### src/rtl/display_mux_ctrl.sv
// Time-multiplexing controller for a dual seven-segment display: alternates s1/s2
// onto one shared decoder nibble, with active-low anode enables and inter-digit blanking.
module display_mux_ctrl #(
  parameter int DWELL = 100000,
  parameter int BLANK = 1000
) (
  input  logic       clk,
  input  logic       reset,
  input  logic [3:0] s1,
  input  logic [3:0] s2,
  output logic [3:0] nibble,
  output logic [1:0] enable,
  output logic       frame_done
);

  localparam int MAX_LEN = (DWELL > BLANK) ? DWELL : BLANK;
  localparam int CNT_W   = $clog2(MAX_LEN + 1);
  localparam logic [CNT_W-1:0] DWELL_LAST = CNT_W'(DWELL - 1);
  localparam logic [CNT_W-1:0] BLANK_LAST = (BLANK == 0) ? '0 : CNT_W'(BLANK - 1);

  typedef enum logic [1:0] {
    ST_BLANK0 = 2'd0,
    ST_SHOW0  = 2'd1,
    ST_BLANK1 = 2'd2,
    ST_SHOW1  = 2'd3
  } state_e;

  state_e           state_q, state_d;
  logic [CNT_W-1:0] cnt_q, cnt_d;
  logic [3:0]       nibble_q, nibble_d;
  logic [1:0]       enable_q, enable_d;
  logic             frame_done_q, frame_done_d;
  logic             is_show;
  logic             phase_end;

  // State, phase counter and registered outputs
  always_ff @(posedge clk or posedge reset) begin
    if (reset) begin
      state_q      <= ST_BLANK0;
      cnt_q        <= '0;
      nibble_q     <= 4'h0;
      enable_q     <= 2'b11;
      frame_done_q <= 1'b0;
    end else begin
      state_q      <= state_d;
      cnt_q        <= cnt_d;
      nibble_q     <= nibble_d;
      enable_q     <= enable_d;
      frame_done_q <= frame_done_d;
    end
  end

  // Next-state sequencing; with no blanking a BLANK state ends on its first cycle
  always_comb begin
    state_d      = state_q;
    cnt_d        = cnt_q + {{(CNT_W-1){1'b0}}, 1'b1};
    nibble_d     = nibble_q;
    enable_d     = enable_q;
    frame_done_d = 1'b0;

    is_show   = (state_q == ST_SHOW0) || (state_q == ST_SHOW1);
    phase_end = is_show ? (cnt_q == DWELL_LAST)
                        : ((BLANK == 0) || (cnt_q == BLANK_LAST));

    if (phase_end) begin
      cnt_d        = '0;
      frame_done_d = (state_q == ST_SHOW1);
      case (state_q)
        ST_BLANK0: state_d = ST_SHOW0;
        ST_SHOW0:  state_d = (BLANK == 0) ? ST_SHOW1 : ST_BLANK1;
        ST_BLANK1: state_d = ST_SHOW1;
        ST_SHOW1:  state_d = (BLANK == 0) ? ST_SHOW0 : ST_BLANK0;
        default:   state_d = ST_BLANK0;
      endcase
    end else begin
      state_d = state_q;
    end

    case (state_d)
      ST_SHOW0: enable_d = 2'b10;
      ST_SHOW1: enable_d = 2'b01;
      default:  enable_d = 2'b11;
    endcase

    // Inputs are sampled only on the edge entering a SHOW phase
    if (phase_end && (state_d == ST_SHOW0)) begin
      nibble_d = s1;
    end else if (phase_end && (state_d == ST_SHOW1)) begin
      nibble_d = s2;
    end else begin
      nibble_d = nibble_q;
    end
  end

  assign nibble     = nibble_q;
  assign enable     = enable_q;
  assign frame_done = frame_done_q;

endmodule

### config.mk
export PLATFORM = sky130hd
export DESIGN_NAME = display_mux_ctrl
export DESIGN_NICKNAME = d
export VERILOG_FILES = /design/src/rtl/display_mux_ctrl.sv
export SDC_FILE = /design/constraint.sdc
export NUM_CORES = 1
export LEC_CHECK = 0
export CORE_UTILIZATION = 58
export CTS_BUF_LIST = sky130_fd_sc_hd__clkbuf_8 sky130_fd_sc_hd__clkbuf_16
export DETAILED_ROUTE_END_ITERATION = 12
export HOLD_SLACK_MARGIN = 0.15
export PLACE_DENSITY = 0.84
export REMOVE_ABC_BUFFERS = 1
export SLEW_MARGIN = 5
export SYNTH_ARGS = -nofsm -noshare
export SYNTH_HDL_FRONTEND = slang
export SYNTH_SLANG_ARGS = --single-unit
### constraint.sdc
create_clock -name clk -period 5.66 [get_ports clk]
set_input_delay 1.132 -clock clk [delete_from_list [all_inputs] [get_ports clk]]
set_output_delay 1.132 -clock clk [all_outputs]
set_load 0.01 [all_outputs]
Yosys cells after proc, flatten, opt, wreduce, memory -nomap -nowiden. Cells that the tools add are included.

Flip-flop bits (word level): 26. Bits in latches: 0. Memory bits (writable): 0. ROM bits: 0. Input port bits: 10. Logic and storage cells: 26. Memories kept: 0.

$add $sub $neg: 1. $mul: 0. Div/mod/pow operators: 0. Order comparisons: 0. Equal/unequal tests: 7. Shifts and indexed selects: 0. Muxes and demuxes: 8. Bitwise operators: 0. Reductions and logical operators: 5.

Operator list (number): $add A17 B1 Y17 const B (1); $eq A17 B10 Y1 const B (1); $eq A17 B17 Y1 const B (1); $mux W17 (1); $mux W4 (2); $pmux W2 S4 (1); $eq A2 B2 Y1 const B (3); $eq A2 B1 Y1 const B (2); $pmux W2 S2 (1); $logic_and A1 B1 Y1 (2); $logic_not A2 Y1 (1); $mux W1 (2); $mux W2 (1); $reduce_bool A2 Y1 (1); $logic_or A1 B1 Y1 (1).

Longest topological paths before layout.
Word-level depth: 8. Mapped depth: 7. Gate-level depth less buffers: 6.

Least setup slack after synthesis. Ideal clock, no wire load.

Kind: register to register. From: reg state_q[1]. To: reg nibble_q[0], in the netlist nibble[0]. Library setup time: 0.125 ns. Arrival time: 1.861 ns. Required time: 5.535 ns. Slack: 3.674 ns. Stages on the path, launching flop included: 7. Buffers on the path: 0. Period minus slack after synthesis: 1.986 ns. Cells stage by stage: dfrtp_1 -> inv_1 -> ha_1 -> nor2_1 -> or4b_4 -> a211oi_4 -> mux2_2.

Word-level cells in the longest chain between the ends: 7. Elaborated cells between the ends (all ways): 14. Those cells by class: 5 x eq/ne; 4 x mux; 5 x reduce/logical.

RTL lines: from (decl) (line 28) `state_e state_q, state_d;`; from (signal assigned) (line 45) `state_q <= state_d;`; parallel branches: the longest is 7 deep, another holds $pmux W2 S4; to (signal assigned) (line 47) `nibble_q <= nibble_d;`; to (decl) (line 30) `logic [3:0] nibble_q, nibble_d;`.

Parallel ways; which one is timed is not known. A chain may end at the register's enable or synchronous reset.

Worst setup path after layout.
From: reg enable_q[1], in the netlist enable[1]. To: out enable[1].

RTL lines: from (decl) (line 31) `logic [1:0] enable_q, enable_d;`; from (signal assigned) (line 48) `enable_q <= enable_d;`; to (decl) (line 12) `output logic [1:0] enable,`.

No word-level cell between the ends.

==> run summary <==
vias in the first global route -> 876
synthesis-to-layout area growth -> 18.1%
I/O Pins -> 17
layout cells sized above 1 -> 0.163
worst clock skew -> 2.46 ps
Hold Violations, Final -> 0
Max Buffers Root-to-Sink -> 2
global-route wire length before repair -> 3980 um
critical path class -> reg -> out
Gate Count Post-Synth -> 117
# Post-CTS Setup Buffers -> 0
Flop pwr share -> 0.592
RSZ-0062 raised after global routing -> no
R2R Path Start -> state_q[1]$_DFF_PP0_
Internal -> 254 uW
Crit path max-delay family -> flip-flops
Placer Congestion -> 0.862
CP max FO -> 1
clk slew on worst S/H paths -> 80 ps
Yosys reg bits -> 26
Slew Limit Headroom -> 0.365
die area -> 2460 um2
Cell Area, Placed -> 1500 um2
cts bufs inserted -> 3
slack of the worst reg-to-reg path -> 3240 ps
pin count of the biggest net entering global routing -> 27
Pwr per Cell Area -> 202 nW/um2
final net count -> 151
die height -> 49.6 um
worst path cell trace -> clkdlybuf4s50_1
highest-delay cell along the critical path -> dfstp_2
WP buf/inv -> 1
total clock sinks -> 26
Finish-stage setup viols -> 0
DP Wirelength -> 1770 um
Critical Path Start -> enable[1]$_DFF_PP1_
clock latency on the worst-skew pair -> 270 ps
post-synthesis cell type count -> 31
Post-DRT Antenna Nets -> 0
Routed Wire Length -> 2340 um
vias -> 929
Via-to-Cell Ratio -> 5.73
Total GRT Usage -> 0.220
Max Freq -> 0.409 GHz
placement row count -> 16
outcome -> finished, final reports clean
Leakage -> 0.661 nW
crit path DAT -> 1310 ps
CP endpoint kind -> output pin
DRC viols -> 0
max-slew violation count -> 0
fin crit period -> 2440 ps
ANT cells -> 0
I/O Buffers -> 16
CTS Hold Buffers Added -> 0
EDFF count, synth -> 0
crit path to -> enable[1]
area of the core -> 2040 um2
drt first-iter violations -> 24
sequential-to-total area share from yosys stat -> 0.497
Comb power frac -> 0.035
Critical Path RT -> 4530 ps
Mapped Avg Cell Area -> 11.2 um2
Clock power frac -> 0.373
max cap viols -> 0
1st-pass router iterations -> 4
final cycle utilization of the critical path -> 0.432
die width -> 49.6 um
Post-synth ARST share -> 1.00
mean routed wirelength per cell -> 14.5 um
maximum VDD drop -> 0.000215 V
Worst R2R Path Depth -> 6
Worst R2R End -> state_q[1]$_DFF_PP0_
sw power -> 59.4 uW
Worst setup SP type -> flop
number of antenna violations at the first check in global routing -> 0
initial core utilization -> 0.643
Root Buffer -> clkbuf_8
total gr overflow -> 0
worst slew pin tran -> 952 ps
post-route cell area -> 1550 um2
TNS Setup -> 0 ps
H-Tree Depth -> 1
YS warnings -> 0
top_reg_cell synth -> dfrtp_1
Levels on crit path -> 1
sw frac -> 0.189
Hold Crit Class -> reg -> reg
CTS tree -> yes
post-cts sizing count -> 0
crit-path max cell delay -> 520 ps
cell area after synthesis -> 1310 um2
==> placed cells by master (no fill, tap or decap), types with 2 or more instances in the layout <==
cell,n
nand3_1,4
mux2_2,10
and2_1,4
xor2_1,5
dfstp_2,2
nor2_1,16
nand2_1,6
nor4_1,2
nand4_1,5
xnor2_1,9
clkbuf_8,4
clkdlybuf4s50_1,16
and4_1,4
dfrtp_1,24
inv_1,4
ha_1,5
==> power by group through the flow <==
stage / registers (mW) / logic [mW] / clock network (mW)
3_3_place_gp: 0.189 / 0.0110 / 0
5_1_grt: 0.186 / 0.0124 / 0.129
4_1_cts: 0.186 / 0.0114 / 0.120
3_5_place_dp: 0.189 / 0.0114 / 0
2_1_floorplan: 0.189 / 0.00402 / 0
6_report: 0.186 / 0.0110 / 0.117
==> how the worst min path moves through the flow <==
stage | from | endpoint | depth (start not counted)
after floorplan | cnt_q[0]$_DFF_PP0_ | cnt_q[0]$_DFF_PP0_ | 1
after global placement | cnt_q[0]$_DFF_PP0_ | cnt_q[0]$_DFF_PP0_ | 1
after detailed placement | cnt_q[0]$_DFF_PP0_ | cnt_q[0]$_DFF_PP0_ | 1
after CTS | cnt_q[0]$_DFF_PP0_ | cnt_q[0]$_DFF_PP0_ | 1
after global routing | cnt_q[0]$_DFF_PP0_ | cnt_q[0]$_DFF_PP0_ | 1
final | cnt_q[0]$_DFF_PP0_ | cnt_q[0]$_DFF_PP0_ | 1
==> per-stage QoR <==
step           cells  hold slack, ps  setup WS, ps  power, mW   util
2_1_floorplan    115             433          3480      0.193      -
3_3_place_gp     158             448          3300      0.200  0.733
3_5_place_dp     158             459          3240      0.201  0.733
4_1_cts          162             471          3200      0.317  0.760
5_1_grt          162             493          3100      0.327  0.760
6_report         162             464          3220      0.314  0.760
==> synth_stat cells (2+ instances only) <==
library cell | instances | area share
nand3_1 | 4 | 0.015
nor2_1 | 16 | 0.046
nand2_1 | 6 | 0.017
xor2_1 | 5 | 0.033
nor4_1 | 2 | 0.0095
ha_1 | 5 | 0.048
dfrtp_1 | 24 | 0.46
and2_1 | 4 | 0.019
and4_1 | 4 | 0.027
mux2_2 | 10 | 0.086
nand4_1 | 5 | 0.024
inv_1 | 4 | 0.011
xnor2_1 | 9 | 0.060
dfstp_2 | 2 | 0.040
==> layout make-up <==
cell class / count / area, um2
repair buffers: 16 / 160
inverters: 4 / 15.0
multi-input cells: 85 / 634
clock buffers: 4 / 55.1
fillers: 133 / 490
well taps: 27 / 33.8
flip-flops and latches: 26 / 653
==> logic make-up after synthesis <==
kind of cell               after synthesis  synth area share
AOI/OAI and AO/OA                        6            0.0419
xor gates and xnor gates                14            0.0933
adders and majority gates                5            0.0476
buffers and inverters                    6            0.0200
DFF                                     26             0.497
muxes                                   11            0.0933
and+or+nand+nor                         49             0.207
==> flip-flops by register name, summed over array words and instances, names as in the netlist <==
name	flops
cnt_q	17
nibble	4
frame_done	1
state_q	2
enable	2
==> per-layer routing <==
layer  vias to the layer above  share of wire  track usage
met4                         0          0.015       0.0857
met1                       462           0.45        0.299
met5                         -              0            0
met3                         4          0.031       0.0278
met2                        21           0.51        0.358
li1                        442              -            -
(Power assumes the default switching activity.)
